--- src/rtl/hazard_stall_controller.sv ---
// Hazard/stall sequencer for the 5-stage core: tracks in-flight destinations,
// raises RAW/load-use stalls, freezes on SRAM wait, squashes on taken branches.
module hazard_stall_controller #(
  parameter int REG_ADDR_LEN = 4,
  parameter int MAX_WAIT     = 15
) (
  input  logic                    clk,
  input  logic                    rst,
  input  logic                    forwarding_enable,
  input  logic                    id_valid,
  input  logic [REG_ADDR_LEN-1:0] id_src1,
  input  logic [REG_ADDR_LEN-1:0] id_src2,
  input  logic                    id_src1_used,
  input  logic                    id_src2_used,
  input  logic [REG_ADDR_LEN-1:0] id_dest,
  input  logic                    id_wb_en,
  input  logic                    id_mem_read,
  input  logic                    id_mem_write,
  input  logic                    branch_taken,
  input  logic                    mem_ready,
  input  logic                    stat_clear,
  output logic                    hazard_stall,
  output logic                    pipeline_freeze,
  output logic                    flush,
  output logic                    mem_timeout,
  output logic [15:0]             stall_count
);

  localparam int WCW = $clog2(MAX_WAIT + 1);

  typedef struct packed {
    logic                    valid;
    logic [REG_ADDR_LEN-1:0] dest;
    logic                    wb_en;
    logic                    mem_read;
    logic                    mem_write;
  } slot_t;

  typedef enum logic {RUN, MEM_WAIT} state_t;

  // WB never participates in a hazard (register file writes mid-cycle),
  // so only the EXE and MEM slots are stored.
  slot_t    exe_slot, mem_slot;
  state_t   state, state_nxt;
  logic [WCW-1:0] wait_cnt;
  logic     mem_busy, raw;

  function automatic logic match(input slot_t s, input logic [REG_ADDR_LEN-1:0] src);
    return s.valid & s.wb_en & (s.dest == src);
  endfunction

  assign mem_busy = mem_slot.valid & (mem_slot.mem_read | mem_slot.mem_write) & ~mem_ready;

  always_comb begin
    raw = 1'b0;
    if (forwarding_enable) begin
      raw = exe_slot.mem_read &
            ((id_src1_used & match(exe_slot, id_src1)) |
             (id_src2_used & match(exe_slot, id_src2)));
    end else begin
      raw = (id_src1_used & (match(exe_slot, id_src1) | match(mem_slot, id_src1))) |
            (id_src2_used & (match(exe_slot, id_src2) | match(mem_slot, id_src2)));
    end
  end

  // FSM next state and freeze
  always_comb begin
    state_nxt       = state;
    pipeline_freeze = 1'b0;
    case (state)
      RUN: begin
        pipeline_freeze = mem_busy;
        if (mem_busy) state_nxt = MEM_WAIT;
      end
      MEM_WAIT: begin
        pipeline_freeze = ~mem_ready;
        if (mem_ready) state_nxt = RUN;
      end
      default: state_nxt = RUN;
    endcase
    if (rst) pipeline_freeze = 1'b0;
  end

  assign flush        = ~rst & ~pipeline_freeze & branch_taken;
  assign hazard_stall = ~rst & ~pipeline_freeze & ~flush & id_valid & raw;

  always_ff @(posedge clk) begin
    if (rst) begin
      state <= RUN;
    end else begin
      state <= state_nxt;
    end
  end

  always_ff @(posedge clk) begin
    if (rst) begin
      exe_slot <= '0;
      mem_slot <= '0;
    end else if (!pipeline_freeze) begin
      mem_slot <= exe_slot;
      exe_slot.valid     <= id_valid & ~hazard_stall & ~flush;
      exe_slot.dest      <= id_dest;
      exe_slot.wb_en     <= id_wb_en;
      exe_slot.mem_read  <= id_mem_read;
      exe_slot.mem_write <= id_mem_write;
    end
  end

  // Wait counter runs over consecutive frozen cycles and saturates at MAX_WAIT.
  always_ff @(posedge clk) begin
    if (rst) begin
      wait_cnt <= '0;
    end else if (pipeline_freeze) begin
      if (wait_cnt != WCW'(MAX_WAIT)) wait_cnt <= wait_cnt + 1'b1;
    end else begin
      wait_cnt <= '0;
    end
  end

  always_ff @(posedge clk) begin
    if (rst) begin
      mem_timeout <= 1'b0;
      stall_count <= '0;
    end else if (stat_clear) begin
      mem_timeout <= 1'b0;
      stall_count <= '0;
    end else begin
      if (pipeline_freeze && wait_cnt >= WCW'(MAX_WAIT - 1)) mem_timeout <= 1'b1;
      if ((hazard_stall || pipeline_freeze) && stall_count != 16'hFFFF)
        stall_count <= stall_count + 16'd1;
    end
  end

endmodule

--- config.mk ---
export PLATFORM = sky130hd
export DESIGN_NAME = hazard_stall_controller
export DESIGN_NICKNAME = d
export VERILOG_FILES = /design/src/rtl/hazard_stall_controller.sv
export SDC_FILE = /design/constraint.sdc
export NUM_CORES = 1
export LEC_CHECK = 0
export BUFFER_PORTS_ARGS = -buffer_cell sky130_fd_sc_hd__buf_2
export CAP_MARGIN = 20
export CORE_MARGIN = 2
export CORE_UTILIZATION = 48
export CTS_CLUSTER_DIAMETER = 100
export DETAILED_ROUTE_END_ITERATION = 10
export PLACE_DENSITY = 0.75
export SYNTH_ARGS = -nofsm -noshare
export SYNTH_HDL_FRONTEND = slang
export SYNTH_SLANG_ARGS = --single-unit
export TNS_END_PERCENT = 100
--- constraint.sdc ---
create_clock -name clk -period 1.79 [get_ports clk]
set_input_delay 0.2685 -clock clk [delete_from_list [all_inputs] [get_ports clk]]
set_output_delay 0.2685 -clock clk [all_outputs]
set_load 0.05 [all_outputs]
Word-level counts from Yosys, hierarchy flattened
Index checks and enable logic that the tools add are counted.
- add/subtract/negate cells: 2
- magnitude comparators: 1
- equality and inequality tests: 6
- mux-type cells: 6
- bitwise logic cells: 31
- reduce and logical (&&, ||, !) cells: 5
- operators with widths (operator ; count):
    $and A1 B1 Y1 ; 20
    $add A16 B1 Y16 const B ; 1
    $eq A4 B4 Y1 ; 4
    $ne A16 B16 Y1 const B ; 1
    $not A1 Y1 ; 6
    $or A1 B1 Y1 ; 5
    $add A4 B1 Y4 const B ; 1
    $ge A4 B4 Y1 const B ; 1
    $mux W1 ; 4
    $ne A4 B4 Y1 const B ; 1
    $pmux W1 S2 ; 2
    $reduce_or A2 Y1 ; 2
    $logic_and A1 B1 Y1 ; 2
    $logic_or A1 B1 Y1 ; 1
- register bits: 38
- input bits: 24

Logic depth before layout (Yosys ltp)
Gate-level depths: netlist of the first run.
- depth in word-level cells: 15
- gate-level depth with buffers: 9

Worst setup path before layout of the first run
Ideal clock, no wire load.
- kind: register to output
- from: register mem_slot[0] (netlist bit)
- to: output flush
- arrival time: 2.138 ns
- data required time: 1.521 ns
- setup slack: -0.617 ns
- stages on the path, launching flop included: 6
- buffers on the path: 2
- cell sequence: dfxtp_1 o21a_1 o21ba_1 buf_6 clkbuf_1 nor3b_1
- word-level cells in the longest chain between the ends: 8
- ends and longest elaborated chain (what ; RTL line ; text):
    from (decl) ; 43 ; slot_t exe_slot, mem_slot;
    from (signal assigned) ; 100 ; mem_slot <= exe_slot;
    $or A1 B1 Y1 ; 52 ; assign mem_busy = mem_slot.valid & (mem_slot.mem_read | mem_slot.mem_write) & ~mem_ready;
    $and A1 B1 Y1 (2 in series) ; 52 ;
    $pmux W1 S2 ; 70 ; case (state)
    $mux W1 ; 81 ; if (rst) pipeline_freeze = 1'b0;
    $not A1 Y1 ; 84 ; assign flush = ~rst & ~pipeline_freeze & branch_taken;
    $and A1 B1 Y1 (2 in series) ; 84 ;
    to (decl) ; 24 ; output logic flush,
Every way passes these cells.

Worst setup path in the final report of the first run
- from: register mem_slot[4] (netlist bit)
- to: output hazard_stall
- word-level cells in the longest chain between the ends: 7
- ends and longest elaborated chain (what ; RTL line ; text):
    $eq A4 B4 Y1 ; 49 ; return s.valid & s.wb_en & (s.dest == src);
    $and A1 B1 Y1 ; 49 ;
    $or A1 B1 Y1 (on tied branches) ; 61, 62 ;
    $and A1 B1 Y1 (on tied branches) ; 61, 62 ;
    $or A1 B1 Y1 * ; 61 ; raw = (id_src1_used & (match(exe_slot, id_src1) | match(mem_slot, id_src1))) |
    $mux W1 * ; 56 ; if (forwarding_enable) begin
    $and A1 B1 Y1 * ; 85 ; assign hazard_stall = ~rst & ~pipeline_freeze & ~flush & id_valid & raw;
    to (decl) ; 22 ; output logic hazard_stall,
Mark *: on every way between the ends. The rest lies on a longest branch, timed or not.

==> run_results.csv, run 1 <==
group,metric,value,unit
synth,synth.distinct_cells,42,
clocking,ctsHoldBuffers,0,
worst_setup_path,start_kind,"flip-flop",
floorplanning,die_area,4560,um^2
clocking,cts_tree,"built",
clocking,cts_buffers,5,
layout,fillCellCount,334,
synth,yosysSeqAreaShare,39.3,%
worst_setup_path,arrival,1.74,ns
floorplanning,die_width,67.5,um
layout,layout_commonest_cell,"nand2_1",
worst_setup_path,path_buf_inv,3,
place,place_ws,-0.193,ns
detailed_routing,drtPass1Iterations,4,
layout,syn2layout_area_growth,38.5,%
synth,syn_inst,235,
worst_setup_path,criticalPathCategory,"flip-flop to output port",
clocking,clock_latency,0.30,ns
flow_run,max_cap_violations,0,
worst_setup_path,worstSetupEndpointType,"output port",
sta,fmax,498,MHz
global_routing,grt_max_degree,22,
global_routing,grt-ovfl-total,0,
floorplanning,die_h,67.5,um
detailed_routing,wl_per_cell,12.1,um
global_routing,antenna_found_initial,0,
synth,synth_warnings,0,
layout,num_antenna_cells,0,
sta,fin_crit,2.01,ns
sta,fin_worst_skew,0.00737,ns
place,dp_cells,342,
pwr,leakagePower,1.18,nW
sta,relSlewSlack,78.8,%
synth,yosys_most_used_dff,"dfxtp_1",
detailed_routing,dr.first_iter.drc_count,102,
sta,grt_setup_unrepaired,"true",
worst_setup_path,slowest_stage,"dfxtp_2",
layout,layout_common_cells,"nand2_1 (49), buf_2 (40), buf_4 (25)",
worst_setup_path,crit_path_cell_trace,"xor2_1, nor4_1, and3_1, o31ai_4, buf_4, inv_4, buf_8",
clocking,clk_pin_slew,0.07,ns
run_status,violations,"negative setup slack",
synth,async_reset_ff_share,0,%
worst_setup_path,cp_top_family,"simple AND/OR/NAND/NOR gates",
worst_setup_path,critical_path_required,1.52,ns
global_routing,grt_pass1_wl,7.19,mm
detailed_routing,wl,4.36,mm
sta,final_hold_viol_count,0,
detailed_routing,viasPerCell,5.18,
sta,setup_violations,19,
layout,layout-drive-gt1-share,40.3,%
layout,stdcell_count,360,
floorplanning,core_area,3940,um^2
synth,synthesis.area,1940,um^2
detailed_routing,vias,1863,
min_path,hold_class,"primary input to flip-flop",
layout,finalInstanceArea,2680,um^2
layout,finalNetCount,336,
floorplanning,ioPinCount,44,
sta,fin_ws,-0.217,ns
floorplanning,rows,23,
sta,hold_ws,0.206,ns
place,place_hpwl,3.08,mm
synth,synth_edf_count,0,
pwr,peakVddDrop,453,uV
place,dpl_cell_area,2400,um^2
synth,avgSynthCellArea,8.24,um^2
synth,ys_seq_elements,38,
sta,slew_viol_final,0,
detailed_routing,drc,0,
global_routing,gr-usage-all-layers,21.0,%
worst_setup_path,path_max_fanout,2,
global_routing,grt_pass1_vias,1685,
sta,finalCritPeriodShare,112,%
clocking,root_buffer,"clkbuf_8",
clocking,cts_buffer_depth,2,
floorplanning,initial_core_util,49.1,%
pwr,p_per_area,601,nW/um^2
clocking,cts_sinks,38,
synth,syn_nets,262,
worst_setup_path,slowest_delay,0.33,ns
pwr,finalPower,0.00161,W
run_status,outcome,"finished with violations",
sta,tightest_slew,0.318,ns
place,gp_congestion,0.739,
place,portBuffers,43,
detailed_routing,antenna_left,0,
clocking,ctsHtreeMaxLevel,2,
==> registers in the layout (all words and copies together) (netlist names) <==
name         cells
mem_timeout      1
exe_slot         8
mem_slot         8
state            1
wait_cnt         4
stall_count     16
==> report_power, final <==
| group | total, W | internal [W] | leakage (nW) | switching [W] |
|---|---|---|---|---|
| sequential | 0.000872 | 0.000858 | 0.317 | 0.0000141 |
| clock | 0.000584 | 0.000266 | 0.0416 | 0.000318 |
| combinational | 0.000155 | 0.0000803 | 0.817 | 0.0000750 |
==> metrics by stage <==
step	utilization, %	TNS (ns)
2_1_floorplan	-	-0.191
3_3_place_gp	60.9	-1.42
3_5_place_dp	60.9	-2.23
4_1_cts	66.2	-2.88
5_1_grt	68.0	-4.64
6_report	68.0	-2.62
==> what timing repair did <==
action                                  CTS  global route
resized for setup                        25            15
endpoints found under the setup margin   18            19
buffers inserted                          6             5
endpoints found under the hold margin     0             0
cloned                                    0             0
pin swaps                                14            13
==> per-layer routing <==
metal,vias up,track usage (%),wire length (um)
met5,-,0,0
met4,0,9.95,65
met3,7,4.83,198
met2,35,35.7,2150
met1,867,24.9,1940
li1,954,-,-
==> cells in the mapped netlist, drive strengths merged, types with 2 or more instances <==
| library cell | instances | area share (%) |
|---|---|---|
| a211oi | 5 | 3.5 |
| a21o | 4 | 1.6 |
| a21oi | 23 | 5.9 |
| a31o | 4 | 1.8 |
| a31oi | 3 | 0.97 |
| a41o | 2 | 1.0 |
| and2 | 3 | 0.97 |
| and3 | 4 | 1.3 |
| buf | 3 | 1.4 |
| clkbuf | 7 | 1.4 |
| dfxtp | 38 | 39 |
| ha | 3 | 1.9 |
| inv | 9 | 1.7 |
| mux2i | 2 | 1.0 |
| nand2 | 49 | 9.5 |
| nand2b | 2 | 0.65 |
| nand3 | 11 | 3.1 |
| nand4 | 5 | 1.6 |
| nor2 | 18 | 3.5 |
| nor3 | 2 | 1.1 |
| nor4 | 2 | 0.65 |
| o2111ai | 3 | 1.4 |
| or3 | 2 | 0.65 |
| xnor2 | 16 | 7.2 |
| xor2 | 4 | 1.8 |
==> layout make-up <==
cell class / count / area [um^2] / area share (%)
Tap cell: 50 / 62.6 / 2.33
Multi-Input combinational cell: 178 / 1170 / 43.6
Timing Repair Buffer: 77 / 539 / 20.1
Clock inverter: 3 / 16.3 / 0.607
Inverter: 9 / 38.8 / 1.45
Clock buffer: 5 / 68.8 / 2.57
Sequential cell: 38 / 787 / 29.4
==> tightest hold or removal path, delay by kind of cell <==
kind / cells / cell delay [ns]
AO/OA/AOI/OAI: 1 / 0.05
buffers and inverters: 1 / 0.09
AND/OR/NAND/NOR: 1 / 0.05
==> logic make-up after synthesis <==
group,share of synthesized area [%]
adders and majority gates,1.94
muxes,1.03
and+or+nand+nor,25.1
AOI/OAI and AO/OA,19.1
xor gates and xnor gates,9.05
DFF,39.3
buffers and inverters,4.46
==> worst paths after layout <==
check              startpoint              to  slack [ns]  cells after the start
setup / recovery  mem_slot[4]    hazard_stall       -0.22                      7
hold / removal       id_wb_en     exe_slot[2]        0.21                      3
setup reg to reg  mem_slot[4]  stall_count[2]       -0.19                     10
hold reg to reg   mem_timeout     mem_timeout        0.45                      2
(Power assumes the default switching activity.)
==> inputs of run 2 (changes only) <==
- PLACE_DENSITY: 0.75 -> not set
- PLACE_DENSITY_LB_ADDON: not set -> 0.15
==> run_results.csv, run 2 (synthesized netlist as in run 1, its figures left out) <==
group,metric,value,unit
clocking,clock_latency,0.30,ns
clocking,cts_buffers,5,
layout,num_antenna_cells,0,
min_path,min_from,"id_mem_read",
worst_setup_path,path_max_fanout,4,
sta,setup_violations,17,
floorplanning,die_h,67.5,um
clocking,clk_pin_slew,0.08,ns
worst_setup_path,r2r_end,"stall_count[13]",
sta,final_hold_viol_count,0,
sta,fin_crit,2.07,ns
detailed_routing,viasPerCell,5.10,
worst_setup_path,worstSetupEndpointType,"flip-flop",
sta,finalCritPeriodShare,116,%
sta,slew_viol_final,0,
clocking,root_buffer,"clkbuf_8",
layout,layout_common_cells,"nand2_1 (49), buf_2 (40), buf_4 (33)",
sta,relSlewSlack,80.4,%
sta,tightest_slew,0.291,ns
layout,reg.largest.list,"stall_count x16, exe_slot x8, mem_slot x8",
detailed_routing,dr.first_iter.drc_count,71,
place,dp_cells,347,
layout,layout-drive-gt1-share,40.1,%
detailed_routing,antenna_left,0,
global_routing,antenna_found_initial,0,
worst_setup_path,startpoint,"mem_slot[6]",
layout,stdcell_count,364,
min_path,hold_class,"primary input to flip-flop",
global_routing,gr-usage-all-layers,23.1,%
worst_setup_path,start_kind,"flip-flop",
floorplanning,rows,23,
floorplanning,die_area,4560,um^2
sta,fin_worst_skew,0.00312,ns
sta,hold_ws,0.205,ns
global_routing,grt_pass1_vias,1784,
place,gp_congestion,0.805,
global_routing,grt_max_degree,17,
place,portBuffers,43,
sta,fmax,484,MHz
flow_run,max_cap_violations,0,
global_routing,grt-ovfl-total,0,
place,place_ws,-0.212,ns
worst_setup_path,setup.worst_path.end,"stall_count[13]",
sta,grt_setup_unrepaired,"true",
detailed_routing,vias,1858,
pwr,leakagePower,1.20,nW
layout,layout_commonest_cell,"nand2_1",
clocking,cts_buffer_depth,2,
floorplanning,ioPinCount,44,
worst_setup_path,rrSetupSlack,-0.28,ns
worst_setup_path,r2r-start,"mem_slot[6]",
global_routing,grt_pass1_wl,7.81,mm
clocking,ctsHtreeMaxLevel,2,
floorplanning,initial_core_util,49.1,%
worst_setup_path,arrival,2.26,ns
floorplanning,die_width,67.5,um
run_status,violations,"negative setup slack",
pwr,peakVddDrop,540,uV
layout,finalNetCount,340,
layout,top_register,"stall_count",
run_status,outcome,"finished with violations",
layout,syn2layout_area_growth,38.8,%
detailed_routing,wl,4.68,mm
place,place_hpwl,3.16,mm
sta,fin_ws,-0.278,ns
worst_setup_path,critical_path_required,1.98,ns
floorplanning,core_area,3940,um^2
clocking,cts_sinks,38,
detailed_routing,drc,0,
pwr,p_per_area,645,nW/um^2
clocking,cts_tree,"built",
worst_setup_path,reg2reg_depth,9,
detailed_routing,wl_per_cell,12.8,um
layout,largest_register_ffs,16,
detailed_routing,drtPass1Iterations,4,
worst_setup_path,criticalPathCategory,"flip-flop to flip-flop",
==> run 2: cell count changes in the layout (fill, tap and decap cells not counted), moves of 2 or more <==
cell / delta
buf_4: +8
dfxtp_2: -2
dfxtp_1: +2
clkbuf_8: +3
buf_6: -2
a21oi_1: +2
==> run 2: what timing repair did <==
action | 4_1_cts | 5_1_grt
setup buffers | 3 | 5
gates cloned | 0 | 1
endpoints found under the setup margin | 19 | 19
resized for setup | 15 | 11
hold buffers | 0 | 0
pin swaps | 8 | 9
==> run 2: routing by layer <==
metal | GRT usage [%] | vias up | wire length (um)
li1 | - | 965 | -
met1 | 27.2 | 843 | 2020
met2 | 38.5 | 42 | 2330
met3 | 7.00 | 8 | 222
met4 | 9.95 | 0 | 100
met5 | 0 | - | 0
==> run 2: critical path, cell delays in order, from the launching register on <==
cell      delay [ns]
dfxtp_2         0.34
xor2_1          0.15
nor4_1          0.28
and3_1          0.27
o31ai_4         0.09
buf_6           0.14
a211oi_4        0.33
buf_4           0.17
nand3_2         0.07
mux2i_1         0.12
==> run 2: worst min-delay path by stage <==
stage / end / slack, ns / cells after the start
5_1_grt: exe_slot[3] / 0.20 / 3
2_1_floorplan: exe_slot[0] / 0.41 / 2
3_5_place_dp: mem_timeout / 0.44 / 2
3_3_place_gp: mem_timeout / 0.43 / 2
6_report: exe_slot[1] / 0.21 / 3
4_1_cts: exe_slot[1] / 0.20 / 3
==> run 2: per-stage QoR <==
step / instance area, um^2 / util, % / power (W) / TNS, ns
after global placement: 2420 / 61.5 / 0.00104 / -1.71
final: 2690 / 68.2 / 0.00173 / -3.25
after global routing: 2690 / 68.2 / 0.00182 / -4.54
after CTS: 2600 / 66.0 / 0.00175 / -3.27
after floorplan: 1980 / - / 0.000971 / -0.191
after detailed placement: 2420 / 61.5 / 0.00104 / -2.57
==> run 2: area by class of cell <==
type                            instances  area [um^2]
Timing Repair Buffer                   81          542
Inverter                                9         36.3
Tap cell                               50         62.6
Sequential cell                        38          785
Clock buffer                            8          110
Multi-Input combinational cell        178         1150
Fill cell                             339         1250
==> run 2: power by group <==
part	total [W]	leakage (nW)	internal, W	switching (W)
clock network	0.000703	0.0575	0.000389	0.000314
registers	0.000872	0.317	0.000858	0.0000147
logic	0.000157	0.829	0.0000804	0.0000769
total	0.00173	1.20	0.00133	0.000406
